### src/rtl/tcp_vlg_ack_tx_if.sv
// Header channel between the pure-ack transmitter and the tcp tx header builder.
// The master drives a latched header with hdr_val; the slave accepts it with hdr_rdy.
interface tcp_vlg_ack_tx_if #(
  parameter int WND_W = 16
);
  logic             hdr_val;
  logic             hdr_rdy;
  logic [31:0]      hdr_seq;
  logic [31:0]      hdr_ack;
  logic [15:0]      hdr_src_port;
  logic [15:0]      hdr_dst_port;
  logic [WND_W-1:0] hdr_wnd;
  logic [7:0]       hdr_flags;

  modport master (
    output hdr_val,
    output hdr_seq,
    output hdr_ack,
    output hdr_src_port,
    output hdr_dst_port,
    output hdr_wnd,
    output hdr_flags,
    input  hdr_rdy
  );

  modport slave (
    input  hdr_val,
    input  hdr_seq,
    input  hdr_ack,
    input  hdr_src_port,
    input  hdr_dst_port,
    input  hdr_wnd,
    input  hdr_flags,
    output hdr_rdy
  );
endinterface

### src/rtl/tcp_vlg_ack_tx.sv
// Pure-ack transmitter: arbitrates for the tx header channel and emits an ACK-only header.
// Optional duplicate suppression is enabled by defining TCP_VLG_ACK_TX_DUP_SUPPRESS_EN.
module tcp_vlg_ack_tx #(
  parameter int ARB_TIMEOUT = 2500,
  parameter int WND_W       = 16
) (
  input  logic                  clk,
  input  logic                  rst,
  input  logic                  send,
  output logic                  sent,
  input  logic                  conn,
  input  logic                  data_busy,
  input  logic                  data_ack_sent,
  input  logic [31:0]           tcb_loc_seq,
  input  logic [31:0]           tcb_loc_ack,
  input  logic [15:0]           tcb_loc_port,
  input  logic [15:0]           tcb_rem_port,
  input  logic [WND_W-1:0]      tcb_wnd,
  tcp_vlg_ack_tx_if.master      hdr,
  output logic [15:0]           ack_cnt,
  output logic                  stall_err
);

  localparam int CNT_W = (ARB_TIMEOUT < 1) ? 1 : $clog2(ARB_TIMEOUT + 1);
  localparam logic [CNT_W-1:0] CNT_MAX = CNT_W'(ARB_TIMEOUT);
  localparam logic [7:0] FLAGS_ACK = 8'h10;

  typedef enum logic [1:0] {
    IDLE = 2'd0,
    ARB  = 2'd1,
    HDR  = 2'd2,
    DONE = 2'd3
  } state_t;

  state_t           state;
  state_t           state_nxt;
  logic             latch_hdr;
  logic             handshake;
  logic             dup_hit;
  logic [CNT_W-1:0] arb_cnt;
  logic [CNT_W-1:0] arb_cnt_nxt;

  assign sent        = (state == DONE);
  assign hdr.hdr_val = (state == HDR);
  assign handshake   = hdr.hdr_val && hdr.hdr_rdy;

`ifdef TCP_VLG_ACK_TX_DUP_SUPPRESS_EN
  logic             rec_vld;
  logic [31:0]      rec_ack;
  logic [WND_W-1:0] rec_wnd;

  assign dup_hit = rec_vld && (tcb_loc_ack == rec_ack) && (tcb_wnd == rec_wnd);

  // Remember what the peer last heard from us; a dropped connection forgets it.
  always_ff @(posedge clk or negedge rst) begin
    if (!rst) begin
      rec_vld <= 1'b0;
      rec_ack <= '0;
      rec_wnd <= '0;
    end else if (!conn) begin
      rec_vld <= 1'b0;
    end else if (handshake) begin
      rec_vld <= 1'b1;
      rec_ack <= hdr.hdr_ack;
      rec_wnd <= hdr.hdr_wnd;
    end
  end
`else
  assign dup_hit = 1'b0;
`endif

  always_comb begin
    state_nxt = state;
    latch_hdr = 1'b0;
    unique case (state)
      IDLE: begin
        if (send && conn && !sent) state_nxt = ARB;
      end
      ARB: begin
        // A piggybacked ack on data satisfies the request even if the channel is free.
        if (!conn) begin
          state_nxt = IDLE;
        end else if (data_ack_sent) begin
          state_nxt = DONE;
        end else if (!data_busy) begin
          if (dup_hit) begin
            state_nxt = DONE;
          end else begin
            state_nxt = HDR;
            latch_hdr = 1'b1;
          end
        end
      end
      HDR: begin
        if (handshake) state_nxt = DONE;
      end
      DONE: begin
        state_nxt = IDLE;
      end
      default: state_nxt = IDLE;
    endcase
  end

  always_comb begin
    arb_cnt_nxt = arb_cnt;
    if (state != ARB) begin
      arb_cnt_nxt = '0;
    end else if (arb_cnt != CNT_MAX) begin
      arb_cnt_nxt = arb_cnt + 1'b1;
    end
  end

  always_ff @(posedge clk or negedge rst) begin
    if (!rst) begin
      state   <= IDLE;
      arb_cnt <= '0;
    end else begin
      state   <= state_nxt;
      arb_cnt <= arb_cnt_nxt;
    end
  end

  // Header fields are captured only at the grant edge so they stay frozen during HDR.
  always_ff @(posedge clk or negedge rst) begin
    if (!rst) begin
      hdr.hdr_seq      <= '0;
      hdr.hdr_ack      <= '0;
      hdr.hdr_src_port <= '0;
      hdr.hdr_dst_port <= '0;
      hdr.hdr_wnd      <= '0;
      hdr.hdr_flags    <= '0;
    end else if (latch_hdr) begin
      hdr.hdr_seq      <= tcb_loc_seq;
      hdr.hdr_ack      <= tcb_loc_ack;
      hdr.hdr_src_port <= tcb_loc_port;
      hdr.hdr_dst_port <= tcb_rem_port;
      hdr.hdr_wnd      <= tcb_wnd;
      hdr.hdr_flags    <= FLAGS_ACK;
    end
  end

  always_ff @(posedge clk or negedge rst) begin
    if (!rst) begin
      ack_cnt <= '0;
    end else if (handshake) begin
      ack_cnt <= ack_cnt + 16'd1;
    end
  end

  // Stall is sticky until the request finally completes.
  always_ff @(posedge clk or negedge rst) begin
    if (!rst) begin
      stall_err <= 1'b0;
    end else if (sent) begin
      stall_err <= 1'b0;
    end else if ((state == ARB) && (arb_cnt_nxt == CNT_MAX)) begin
      stall_err <= 1'b1;
    end
  end

endmodule

### src/flat_wrapper.sv
// flat-port wrapper written by rule: the top's interface ports become plain ports
module tcp_vlg_ack_tx_flat 
#(
  parameter int ARB_TIMEOUT = 2500,
  parameter int WND_W       = 16
)
  (clk, rst, send, sent, conn, data_busy, data_ack_sent, tcb_loc_seq, tcb_loc_ack, tcb_loc_port, tcb_rem_port, tcb_wnd, ack_cnt, stall_err, hdr_hdr_val, hdr_hdr_seq, hdr_hdr_ack, hdr_hdr_src_port, hdr_hdr_dst_port, hdr_hdr_wnd, hdr_hdr_flags, hdr_hdr_rdy);
  tcp_vlg_ack_tx_if #(.WND_W(WND_W)) hdr_i ();
  input  logic clk;
  input  logic rst;
  input  logic send;
  output logic sent;
  input  logic conn;
  input  logic data_busy;
  input  logic data_ack_sent;
  input  logic [31:0] tcb_loc_seq;
  input  logic [31:0] tcb_loc_ack;
  input  logic [15:0] tcb_loc_port;
  input  logic [15:0] tcb_rem_port;
  input  logic [WND_W-1:0] tcb_wnd;
  output logic [15:0] ack_cnt;
  output logic stall_err;
  output wire logic [$bits(hdr_i.hdr_val)-1:0] hdr_hdr_val;
  output wire logic [$bits(hdr_i.hdr_seq)-1:0] hdr_hdr_seq;
  output wire logic [$bits(hdr_i.hdr_ack)-1:0] hdr_hdr_ack;
  output wire logic [$bits(hdr_i.hdr_src_port)-1:0] hdr_hdr_src_port;
  output wire logic [$bits(hdr_i.hdr_dst_port)-1:0] hdr_hdr_dst_port;
  output wire logic [$bits(hdr_i.hdr_wnd)-1:0] hdr_hdr_wnd;
  output wire logic [$bits(hdr_i.hdr_flags)-1:0] hdr_hdr_flags;
  input wire logic [$bits(hdr_i.hdr_rdy)-1:0] hdr_hdr_rdy;
  assign hdr_hdr_val = hdr_i.hdr_val;
  assign hdr_hdr_seq = hdr_i.hdr_seq;
  assign hdr_hdr_ack = hdr_i.hdr_ack;
  assign hdr_hdr_src_port = hdr_i.hdr_src_port;
  assign hdr_hdr_dst_port = hdr_i.hdr_dst_port;
  assign hdr_hdr_wnd = hdr_i.hdr_wnd;
  assign hdr_hdr_flags = hdr_i.hdr_flags;
  assign hdr_i.hdr_rdy = hdr_hdr_rdy;
  tcp_vlg_ack_tx #(.ARB_TIMEOUT(ARB_TIMEOUT), .WND_W(WND_W)) u_core (.clk(clk), .rst(rst), .send(send), .sent(sent), .conn(conn), .data_busy(data_busy), .data_ack_sent(data_ack_sent), .tcb_loc_seq(tcb_loc_seq), .tcb_loc_ack(tcb_loc_ack), .tcb_loc_port(tcb_loc_port), .tcb_rem_port(tcb_rem_port), .tcb_wnd(tcb_wnd), .hdr(hdr_i), .ack_cnt(ack_cnt), .stall_err(stall_err));
endmodule
### config.mk
export PLATFORM = sky130hd
export DESIGN_NAME = tcp_vlg_ack_tx_flat
export DESIGN_NICKNAME = d
export VERILOG_FILES = /design/src/rtl/tcp_vlg_ack_tx_if.sv /design/src/rtl/tcp_vlg_ack_tx.sv /design/src/flat_wrapper.sv
export SDC_FILE = /design/constraint.sdc
export NUM_CORES = 1
export LEC_CHECK = 0
export ABC_AREA = 0
export BUFFER_PORTS_ARGS = -buffer_cell sky130_fd_sc_hd__buf_2
export CAP_MARGIN = 20
export CORE_ASPECT_RATIO = 0.9
export CORE_MARGIN = 2
export CORE_UTILIZATION = 51
export DETAILED_ROUTE_END_ITERATION = 8
export HOLD_SLACK_MARGIN = 0.1
export PLACE_DENSITY = 0.86
export SETUP_SLACK_MARGIN = 0.05
export SLEW_MARGIN = 25
export SYNTH_ARGS = -nofsm -noshare
export SYNTH_HDL_FRONTEND = slang
export SYNTH_SLANG_ARGS = --single-unit
export TNS_END_PERCENT = 30
### constraint.sdc
create_clock -name clk -period 6.85 [get_ports clk]
set_input_delay 0.3425 -clock clk [delete_from_list [all_inputs] [get_ports clk]]
set_output_delay 0.3425 -clock clk [all_outputs]
set_load 0.1 [all_outputs]
# After elaboration in Yosys (flattened, before gate mapping)
# Cells that the tools add are included.
# totals
memories	0
regBits	144
rom_bits	0
latchBits	0
elab_cells	43
output_inout_bits	139
ram_bits	0
input_bits	119
# op_classes
n_lt_le_gt_ge	0
mux	14
n_shift	0
bitwise	0
reduce_logical	8
n_addsub	2
mul	0
div	0
n_eq_ne	9
# op_table
operator	n
12-bit two-way mux	2
16-bit by 1-bit adder with 16-bit output (second input constant)	1
12-bit by 1-bit adder with 12-bit output (second input constant)	1
12-bit == test (second input constant)	1
12-bit != test (second input constant)	1
2-bit two-way mux	5
2-bit case mux with 4 select lines	1
1-bit two-way mux	6
2-bit == test (second input constant)	2
1-bit logical AND	4
2-bit by 1-bit != test with 1-bit output (second input constant)	2
4-bit != test (second input constant)	1
3-bit AND reduction	1
2-bit by 1-bit == test with 1-bit output (second input constant)	1
2-bit zero test	1
2-bit != test (second input constant)	1
2-bit nonzero test	1
1-bit zero test	1

# Longest topological paths before layout
# depth
word_depth	7
depth_mapped	8
depth_no_buf	8

# Worst setup path after synthesis
# Ideal clock, no wire load.
# synth_path
path_kind	reg-to-reg
from	register u_core.state[0]
to	register u_core.ack_cnt[12]
synth_period_minus_slack_ps	2910
required_time_ps	6691
setup_time_ps	159
path_buffers	0
slack_ps	3940
arrival_time_ps	2752
stages_incl_launch_ff	7
cell_sequence	dfrtp_1 > nor2b_1 > and2_1 > nand4_1 > nor2_1 > nand2_1 > xnor2_1
# synth_between
elab_chain_len	2
# synth_rtl
element	line	text
from (decl)	tcp_vlg_ack_tx.sv:35	state_t state;
from (signal assigned)	tcp_vlg_ack_tx.sv:118	state <= state_nxt;
2-bit == test	tcp_vlg_ack_tx.sv:44	assign hdr.hdr_val = (state == HDR);
via hdr_hdr_val	flat_wrapper.sv:23	output wire logic [$bits(hdr_i.hdr_val)-1:0] hdr_hdr_val;
1-bit logical AND	tcp_vlg_ack_tx.sv:45	assign handshake = hdr.hdr_val && hdr.hdr_rdy;
to (signal assigned)	tcp_vlg_ack_tx.sv:146	ack_cnt <= ack_cnt + 16'd1;
to (decl)	tcp_vlg_ack_tx.sv:20	output logic [15:0] ack_cnt,
# The timed path passes the listed nets, and every way through them passes these cells.
# A chain may end at the register's enable or synchronous reset.

# Final worst setup path
# layout_path
from	register u_core.state[0]
to	register u_core.hdr.hdr_ack[11]
# layout_between
elab_chain_len	2
# layout_rtl
element	line	text
2-bit by 1-bit == test with 1-bit output	tcp_vlg_ack_tx.sv:75	unique case (state)
1-bit two-way mux	tcp_vlg_ack_tx.sv:75	
to (signal assigned)	tcp_vlg_ack_tx.sv:134	hdr.hdr_ack <= tcb_loc_ack;
to (decl)	tcp_vlg_ack_tx_if.sv:18	output hdr_ack,
# Every way passes these cells.

==> reports/results.txt <==
The run finished with clean final reports. The logs give 144 for the number of clock sinks seen by CTS and 2 for the maximum number of buffers from clock root to sink. The total number of cells along the worst setup path is 4. The relative slew slack was 0.428; the cell count of the worst reg-to-reg path was 4.

The detailed router finished its first iteration with 228 violations. Count of buffers from port buffering: 250. The run gives 0.841 as the placer congestion estimate.

The post-placement cell count came out at 789. The xor/xnor share of the synthesized area came out at 0.0363. The cell sitting at the root of the clock tree is a clkbuf_16.

The path class of the tightest hold or removal check is primary input to register. By startpoint and endpoint, the worst setup path is classified as register to register. STA classifies the critical path endpoint as a register.

The number of nets still failing antenna checks after routing is 0, and the share of the yosys chip area belonging to registers is 0.622. Yosys printed 0 warnings. The final layout contains 779 nets. The logs give 258 for the boundary pin count and 0 for the initial antenna violation count. From left edge to right edge, the die measures 116 um. The count of different cell masters after synthesis is 45. In the post-synthesis netlist, the biggest area contributors are dfrtp_1, mux2_2, xnor2_1. The synthesis-to-finish area growth is 33.6%, and the clock period minus worst slack is 2.54 ns.

TritonCTS built the clock tree. The tools report the floorplan die area as 12200 um2. The number of buffers and inverters on the critical path is 1. The count of cells in the finished layout, fillers not included, comes to 820. Slew at the pin closest to its max-slew limit: 0.858 ns. After global routing the overflow that remains totals 0. The tools report the total count of hold-check failures in the final report as 0.

The first global-routing pass estimated 20700 um of wire. The top-area cell type share of the netlist area came out at 0.622. Synthesis inferred 144 register bits.

The antenna cell count was 0; the final clock period utilization by the worst path was 0.371. Setup repair after global routing left no endpoint under its margin. The number of slew-limit violations in the final report is 0. The worst setup path is launched from a register. The arrival time of the worst setup path is 2.83 ns. The run gives 0 as the residual DRC count. Cell with the largest stage delay on the worst path: buf_4. Entering global routing, the biggest net connects 86 pins. Final hold analysis gives a worst-case slack of 0.161 ns. The top cell types in the final layout, fill and taps aside, are buf_2, dfrtp_1, mux2_2. The multi-input gate area in the final layout was 2070 um2; the number of stages on the worst hold path was 2.

The post-synthesis instance area is 5800 um2. The basic-gate share of the synthesized area counting and, or, nand and nor cells was 0.0714; the core area was 10900 um2. After technology mapping, the gate count stands at 401.

Once detailed placement completed, the half-perimeter wirelength came to 9640 um. The floorplan has 36 rows. The commonest non-fill, non-tap cell in the layout was buf_2. The buffers inserted during post-CTS setup optimization is 0, and the initial core utilization is 0.530.

The share of synthesized area spent on multiplexers is 0.219, and the post-synthesis share of cell area spent on full adders, half adders and majority gates is 0.00648. Max-cap violations in this run came to 0. The die is 105 um tall.

For the clock network latency to the later pin of the worst-skew pair, the log shows 0.41 ns. The kind of cell adding the most delay to the critical path was buffers and inverters. The largest single stage delay on the critical path is 0.75 ns. For the total area of sequential cells, the log shows 3600 um2.

For the via count of the first global-routing pass, the log shows 4293. The synthesized design spends more area on one cell type than any other, namely dfrtp_1. The routed via count divided by cell count came out at 5.01. The maximum net fanout on the critical path is 69.

The clock slew at the register clock pins of the worst setup and hold paths is 0.06 ns, and the number of search-and-repair iterations in the first detailed-routing pass is 4. After filler insertion, the fill cell instance count of the layout stands at 750. For the H-tree depth, the log shows 4. After synthesis, the mean cell area works out to 14.5 um2.

Setup TNS: 0 ns. The run gives 0.220 as the global-route usage over all layers. By area, the combinational part of the netlist is dominated by multiplexers. The total via count after detailed routing is 4112, and the clock buffer count from CTS is 17. After detailed routing, the average wire length per cell comes to 15.9 um. The peak clock frequency supported by timing was 394 MHz. The area fraction in compound gates after synthesis is 0.0173, and the required time of the critical path is 7.14 ns. The share of cells above drive strength 1 came out at 0.602. Between clock sinks in the finished design, the worst skew comes to 0.00474 ns. The critical path goes through and2b_2 > nand3_4 > buf_4 > mux2_2.

Setup violations remaining at the end of the flow were counted as 0. The final layout contains routed wiring with a total length of 13000 um.
[final timing paths]
check	startpoint	endpoint	slack, ns
worst max-delay path	u_core.state[0]	u_core.hdr.hdr_ack[11]	4.31
worst min-delay path	tcb_loc_ack[2]	u_core.hdr.hdr_ack[2]	0.16
worst max register to register	u_core.state[0]	u_core.hdr.hdr_ack[11]	4.31
worst min register to register	u_core.ack_cnt[15]	u_core.ack_cnt[15]	0.47
max in group asynchronous	rst	u_core.arb_cnt[4]	5.21
min in group asynchronous	rst	u_core.hdr.hdr_wnd[9]	0.50
[routing by layer]
| layer | routed length, um | track usage | part of all wire | vias up |
|---|---|---|---|---|
| met2 | 6930 | 0.381 | 0.53 | 180 |
| met4 | 289 | 0.0842 | 0.022 | 0 |
| li1 | - | - | - | 1899 |
| met5 | 0 | 0 | 0 | - |
| met1 | 4800 | 0.243 | 0.37 | 2003 |
| met3 | 1000 | 0.0800 | 0.077 | 30 |
[layout make-up]
type	instances	share of cell area
sequential	144	0.465
multi-input combinational	238	0.267
timing repair buffer	253	0.166
clock buffer	25	0.0653
tap	152	0.0246
clock inverter	5	0.0100
inverter	3	0.00145
[synth_stat cells, drive strengths merged]
master,count
clkbuf,3
ha,3
or2b,1
nand3b,1
a21oi,4
and2b,1
nor3,7
mux2,112
o21ai,4
o31ai,1
buf,19
a31o,1
nor2,11
a31oi,2
xor2,6
nor3b,1
or3,3
nand4,3
nor2b,2
inv,3
and4,1
mux2i,1
or3b,1
nand2,21
and3,2
conb,1
o211ai,1
or4b,1
nor4,3
dfrtp,144
and2,4
nand2b,3
nand3,9
a211oi,2
a41oi,1
xnor2,18
[repair_timing]
item	CTS	global route
setup endpoints to repair	0	0
gates resized for setup	0	0
endpoints found under the hold margin	59	0
hold buffers	1	0
[cell families (layout without fill, tap and decap cells)]
group           Yosys count  after routing
other cells               1              7
mux                     113            113
fa+ha+maj                 3              3
flops                   144            144
simple gates             75             75
xor+xnor                 24             24
compound gates           16             16
buf+inv                  25            286
[stage by stage]
step	setup WS [ns]	utilization	cell area, um2
finish	4.31	0.708	7750
global route	4.18	0.708	7750
CTS	4.32	0.707	7740
detailed placement	4.34	0.653	7150
floorplan	3.94	-	5820
global placement	4.42	0.653	7150
[state kept, by name (all words and copies together) (netlist names), 12 cells and up, named ones only]
signal / cells
u_core.ack_cnt: 16
u_core.arb_cnt: 12
u_core.hdr.hdr_ack: 32
u_core.hdr.hdr_dst_port: 16
u_core.hdr.hdr_seq: 32
u_core.hdr.hdr_src_port: 16
u_core.hdr.hdr_wnd: 16
Power is left out: the tool's default activity adds up to more than one toggle a clock period on the data nets, which glitch-free logic cannot reach.
